$ cat config.mk
export PLATFORM = sky130hd
export DESIGN_NAME = wb_lbus_burst_master
export DESIGN_NICKNAME = d
export VERILOG_FILES = /design/src/rtl/wb_lbus_burst_master.sv
export SDC_FILE = /design/constraint.sdc
export NUM_CORES = 1
export LEC_CHECK = 0
export ABC_AREA = 1
export CORE_MARGIN = 2
export CORE_UTILIZATION = 45
export CTS_CLUSTER_SIZE = 24
export DETAILED_ROUTE_END_ITERATION = 10
export HOLD_SLACK_MARGIN = 0.05
export PLACE_DENSITY = 0.77
export SYNTH_ARGS = -nofsm -noshare
export SYNTH_HDL_FRONTEND = slang
export SYNTH_SLANG_ARGS = --single-unit
$ cat constraint.sdc
create_clock -name CLK_32 -period 2.8 [get_ports CLK_32]
set_input_delay 0.28 -clock CLK_32 [delete_from_list [all_inputs] [get_ports CLK_32]]
set_output_delay 0.28 -clock CLK_32 [all_outputs]
set_load 0.05 [all_outputs]
$ cat src/rtl/wb_lbus_burst_master.sv
// Local-bus (Wishbone-style) burst master: one Stb/Ack handshake per beat, with
// address auto-increment, Err abort and Ack timeout.
module wb_lbus_burst_master #(
   parameter int unsigned WB_DATA_WIDTH = 16,
   parameter int unsigned WB_ADDR_WIDTH = 16,
   parameter int unsigned MAX_BURST     = 16,
   parameter int unsigned ADDR_INC      = 1,
   parameter int unsigned TIMEOUT_CYC   = 255
) (
   input  logic                         CLK_32,
   input  logic                         RESET_MKO,
   input  logic                         cmd_valid,
   output logic                         cmd_ready,
   input  logic                         cmd_we,
   input  logic [WB_ADDR_WIDTH-1:0]     cmd_adr,
   input  logic [$clog2(MAX_BURST)-1:0] cmd_len,
   input  logic                         wdat_valid,
   output logic                         wdat_ready,
   input  logic [WB_DATA_WIDTH-1:0]     wdat,
   output logic                         rdat_valid,
   input  logic                         rdat_ready,
   output logic [WB_DATA_WIDTH-1:0]     rdat,
   output logic                         done,
   output logic [1:0]                   status,
   output logic [WB_ADDR_WIDTH-1:0]     Adr_master_o_lbus,
   output logic [WB_DATA_WIDTH-1:0]     Dat_master_o_lbus,
   input  logic [WB_DATA_WIDTH-1:0]     Dat_master_i_lbus,
   output logic                         We_master_o_lbus,
   output logic                         Stb_master_o_lbus,
   input  logic                         Ack_master_i_lbus,
   input  logic                         Err_master_i_lbus
);

   localparam int unsigned LW = $clog2(MAX_BURST);
   localparam int unsigned TW = $clog2(TIMEOUT_CYC + 1);

   typedef enum logic [2:0] {StIdle, StWfetch, StStb, StRhold, StGap, StDone} state_t;

   state_t          state_q;
   logic            we_q;
   logic [LW-1:0]   left_q;   // beats remaining after the current one
   logic [TW-1:0]   tmo_q;
   logic            last_beat;

   assign last_beat = (left_q == '0);

   always_ff @(posedge CLK_32 or posedge RESET_MKO) begin
      if (RESET_MKO) begin
         state_q           <= StIdle;
         we_q              <= 1'b0;
         left_q            <= '0;
         tmo_q             <= '0;
         cmd_ready         <= 1'b1;
         wdat_ready        <= 1'b0;
         rdat_valid        <= 1'b0;
         rdat              <= '0;
         done              <= 1'b0;
         status            <= 2'b00;
         Adr_master_o_lbus <= '0;
         Dat_master_o_lbus <= '0;
         We_master_o_lbus  <= 1'b0;
         Stb_master_o_lbus <= 1'b0;
      end else begin
         done <= 1'b0;
         case (state_q)
            StIdle: begin
               if (cmd_valid) begin
                  cmd_ready         <= 1'b0;
                  we_q              <= cmd_we;
                  Adr_master_o_lbus <= cmd_adr;
                  left_q            <= cmd_len;
                  if (cmd_we) begin
                     wdat_ready <= 1'b1;
                     state_q    <= StWfetch;
                  end else begin
                     Stb_master_o_lbus <= 1'b1;
                     We_master_o_lbus  <= 1'b0;
                     tmo_q             <= '0;
                     state_q           <= StStb;
                  end
               end
            end
            StWfetch: begin
               if (wdat_valid) begin
                  wdat_ready        <= 1'b0;
                  Dat_master_o_lbus <= wdat;
                  Stb_master_o_lbus <= 1'b1;
                  We_master_o_lbus  <= 1'b1;
                  tmo_q             <= '0;
                  state_q           <= StStb;
               end
            end
            StStb: begin
               // Err wins over a simultaneous Ack; Ack wins over an expiring timeout.
               if (Err_master_i_lbus) begin
                  Stb_master_o_lbus <= 1'b0;
                  We_master_o_lbus  <= 1'b0;
                  status            <= 2'b01;
                  done              <= 1'b1;
                  state_q           <= StDone;
               end else if (Ack_master_i_lbus) begin
                  Stb_master_o_lbus <= 1'b0;
                  if (!we_q) begin
                     rdat       <= Dat_master_i_lbus;
                     rdat_valid <= 1'b1;
                     state_q    <= StRhold;
                  end else if (last_beat) begin
                     We_master_o_lbus <= 1'b0;
                     status           <= 2'b00;
                     done             <= 1'b1;
                     state_q          <= StDone;
                  end else begin
                     state_q <= StGap;
                  end
               end else if (tmo_q == TW'(TIMEOUT_CYC - 1)) begin
                  Stb_master_o_lbus <= 1'b0;
                  We_master_o_lbus  <= 1'b0;
                  status            <= 2'b10;
                  done              <= 1'b1;
                  state_q           <= StDone;
               end else begin
                  tmo_q <= tmo_q + TW'(1);
               end
            end
            StRhold: begin
               if (rdat_ready) begin
                  rdat_valid <= 1'b0;
                  if (last_beat) begin
                     status  <= 2'b00;
                     done    <= 1'b1;
                     state_q <= StDone;
                  end else begin
                     state_q <= StGap;
                  end
               end
            end
            StGap: begin
               Adr_master_o_lbus <= Adr_master_o_lbus + WB_ADDR_WIDTH'(ADDR_INC);
               left_q            <= left_q - LW'(1);
               if (we_q) begin
                  wdat_ready <= 1'b1;
                  state_q    <= StWfetch;
               end else begin
                  Stb_master_o_lbus <= 1'b1;
                  tmo_q             <= '0;
                  state_q           <= StStb;
               end
            end
            StDone: begin
               We_master_o_lbus <= 1'b0;
               cmd_ready        <= 1'b1;
               state_q          <= StIdle;
            end
            default: state_q <= StIdle;
         endcase
      end
   end

endmodule

==> results by group <==
Logic synthesis
  • Number of flops mapped to enable cells by yosys: 0
  • Count of synthesis-stage warnings from yosys: 0
  • Post-synthesis sequential area ratio: 0.4688
  • Cell types with the largest area share after synthesis: dfrtp_1, nand2_1, nor2_1
  • Average cell area after synthesis: just over 8 um2
  • Synth Register Bits: 72
  • Library cell with the largest summed area after synthesis: dfrtp_1
  • Unique masters post-synth: 36
  • Synthesized net count: between 500 and 600
  • Syn Std Cell Area: between 0.003 and 0.004 mm2
  • Synth cell count leaders: nand2_1, dfrtp_1, nor2_1
  • Share of Yosys cell area claimed by the top area cell type: 0.4619
  • Async set-reset flop share out of synthesis: 1.000
  • Most repeated cell in the gate-level netlist after synthesis: nand2_1
  • Number of instances in the synthesized netlist: 470
  • Most common flop cell mapped by yosys: dfrtp_1

Setup path
  • CP Data Required Time: 2520 ps
  • CP startpoint kind: flop
  • Flop-to-flop setup slack: about 850 ps
  • Capturing instance or port of the critical path: cmd_ready
  • Terminus of the critical flop-to-flop path: wdat_ready
  • Crit path depth: 1
  • Signal arrival time at the worst endpoint: between 1500 and 2000 ps
  • Slowest-stage cell, CP: clkdlybuf4s50_1
  • Critical Path End Type: output pin
  • Worst path bufs/invs: 1
  • Max stage delay on crit path: around 800 ps
  • Crit Path Max Fanout: 2
  • Classification of the worst setup path: flop to output pin
  • Worst setup startpoint: cmd_ready
  • Startpoint of the worst-slack reg-to-reg timing path: state_q[2]
  • Cell family contributing the most delay on the critical path: buffers and inverters
  • Critical Path, Cell by Cell: clkdlybuf4s50_1
  • Number of cell instances on the worst register-to-register path: 7

Floorplanning
  • Number of placement rows: 33
  • Die Width: just under 100 um
  • Starting utilization of the core area: 0.4658
  • Overall die area: roughly 0.0093 mm2
  • Top-level port count: around 120
  • Die Ht: 96.45 um
  • Floorplan Core Area: about 0.0083 mm2

Global route
  • Remaining global-route overflow: 0
  • Maximum number of pins on one net before global-route repair: 50
  • Initial antenna violation count: 0
  • Global-route usage over all layers: 0.2242
  • Via count of the first global-routing pass: between 3k and 4k
  • First-pass GRT wire length: between 15000 and 20000 um

Timing
  • Number of failing hold endpoints at the final stage: 0
  • Final period util: 0.7046
  • Transition at the pin with the smallest max-transition slack: between 700 and 800 ps
  • Unrepaired setup endpoints after global routing: false
  • Aggregate negative setup slack: 0 ps
  • Final setup skew: approximately 6.7 ps
  • Hold slack: just under 300 ps
  • Total setup violations reported at the end of the flow: 0
  • Number of pins exceeding their max-slew limit in the final report: 0
  • Crit path time final: 1973 ps
  • Worst slew slack as a fraction of its limit: 0.5105
  • Fmax: between 500 and 600 MHz

Route
  • Wirelength per Cell: 13.81 um
  • Post-detailed-route DRC marker count: 0
  • Vias/cell: slightly above 5
  • Antenna-violating nets left: 0
  • First-pass detailed-route iteration total: 5
  • Initial detailed-routing violation count: ~200
  • Via count: around 3.5k
  • Wire length after detailed routing: between 9000 and 10000 um

Run
  • Total of max-cap violations: 0

Status
  • Outcome: finished, final reports clean

Place
  • Total instance count after detailed placement: 682
  • Weighted congestion reported at the end of routability-driven placement: roughly 0.95
  • Placed cell area: just over 0.005 mm2
  • Port Buffers: 115
  • Sum of net half-perimeters after detailed placement: 7079 um

Clock network
  • Clock tree from TritonCTS: done
  • Number of buffers inserted during clock tree synthesis: 9
  • Clock Root Buffer: clkbuf_8
  • Number of buffers inserted for hold repair after clock tree synthesis: 0
  • Post-CTS Setup Inserts: 0
  • Number of gates resized after CTS: 0
  • Clock sink count: slightly above 70
  • Maximum root-to-sink buffer count: 2
  • Clk_lat worst skew: around 340 ps
  • Clock-pin transition on the worst setup and hold timing paths: ~80 ps
  • Count of H-tree levels built during CTS: 3

Final layout
  • Layout-stage area growth over the synthesis result: 36.99%
  • Utilization after layout: 0.6380
  • Number of nets in the layout: 652
  • Fraction of final layout cells with drive strength greater than 1: 0.09781
  • Number of inserted diodes: 0
  • Final non-filler cell total: approximately 700
  • Design area: ~0.0053 mm2

Worst hold path
  • Tightest Hold Check Type: input pin to asynchronous set/reset pin

Power and ir drop
  • Largest voltage drop on the vdd net: 945.4 uV
  • Pwr Density: approximately 1200 mW/mm2
  • Static Leakage: ~2.5 nW
where the power goes:
part | internal [mW] | switching [mW] | leakage, nW | total, mW
registers | 1.50 | 0.421 | 0.895 | 1.92
logic | 1.33 | 2.49 | 1.52 | 3.83
clock network | 0.391 | 0.380 | 0.0992 | 0.771
total | 3.22 | 3.30 | 2.52 | 6.52
area by class of cell:
| type | count | area [um2] |
|---|---|---|
| fill | 708 | 2989 |
| sequential | 72 | 1803 |
| inverter | 42 | 160.2 |
| tap | 105 | 131.4 |
| multi-input combinational | 347 | 1819 |
| clock inverter | 3 | 15.01 |
| timing repair buffer | 116 | 1171 |
| clock buffer | 13 | 168.9 |
state kept, by name, indices dropped and copies added (netlist names):
signal             count
cmd_ready              1
tmo_q                  8
done                   1
Stb_master_o_lbus      1
status                 2
Adr_master_o_lbus     16
wdat_ready             1
We_master_o_lbus       1
rdat                  16
left_q                 4
we_q                   1
rdat_valid             1
state_q                3
Dat_master_o_lbus     16
cells by family (layout without fill, tap and decap cells):
| family | Yosys count | count (layout) | synth area share |
|---|---|---|---|
| flip-flops | 72 | 72 | 0.4688 |
| XOR/XNOR | 7 | 7 | 0.01594 |
| adder cells (fa/ha/maj) | 4 | 4 | 0.01301 |
| AND/OR/NAND/NOR | 272 | 272 | 0.3081 |
| multiplexers | 22 | 22 | 0.07319 |
| buffers and inverters | 51 | 174 | 0.05823 |
| AO/OA/AOI/OAI | 42 | 42 | 0.06279 |
stage by stage:
| step | setup slack (ps) | total power [mW] |
|---|---|---|
| after floorplan | 696.7 | 4.559 |
| after global placement | 931.4 | 5.681 |
| after detailed placement | 859.5 | 5.761 |
| after CTS | 803.9 | 6.565 |
| after global routing | 662.8 | 6.944 |
| final | 827.0 | 6.520 |
routing by layer:
| metal | routed length [um] | vias up | global-route usage |
|---|---|---|---|
| met4 | 213 | 0 | 0.09038 |
| met5 | 0 | - | 0 |
| met3 | 881 | 19 | 0.05818 |
| li1 | - | 1748 | - |
| met1 | 4161 | 1598 | 0.2840 |
| met2 | 4384 | 153 | 0.3669 |
worst min path at each step:
stage | cells after the start | end | slack, ps
after floorplan | 1 | rdat_valid | 370
after global placement | 2 | Dat_master_o_lbus[7] | 460
after detailed placement | 2 | Dat_master_o_lbus[9] | 470
after CTS | 2 | Dat_master_o_lbus[3] | 300
after global routing | 2 | Dat_master_o_lbus[1] | 360
final | 2 | Dat_master_o_lbus[12] | 300
layout by cell type (no fill, tap or decap), types with 4 or more instances in the layout:
cell,Yosys,final
clkdlybuf4s50_1,0,115
a21oi_1,10,10
ha_1,4,4
mux2_2,13,13
inv_1,39,38
mux2_4,9,9
nand2_1,160,160
nand4_1,4,4
o211ai_1,7,7
nand3_1,38,38
o21ai_0,17,17
xor2_1,5,5
dfrtp_1,71,71
clkbuf_8,0,12
nor2_4,4,4
nor2_1,52,52
No activity file was read; power rests on OpenSTA's default activity.
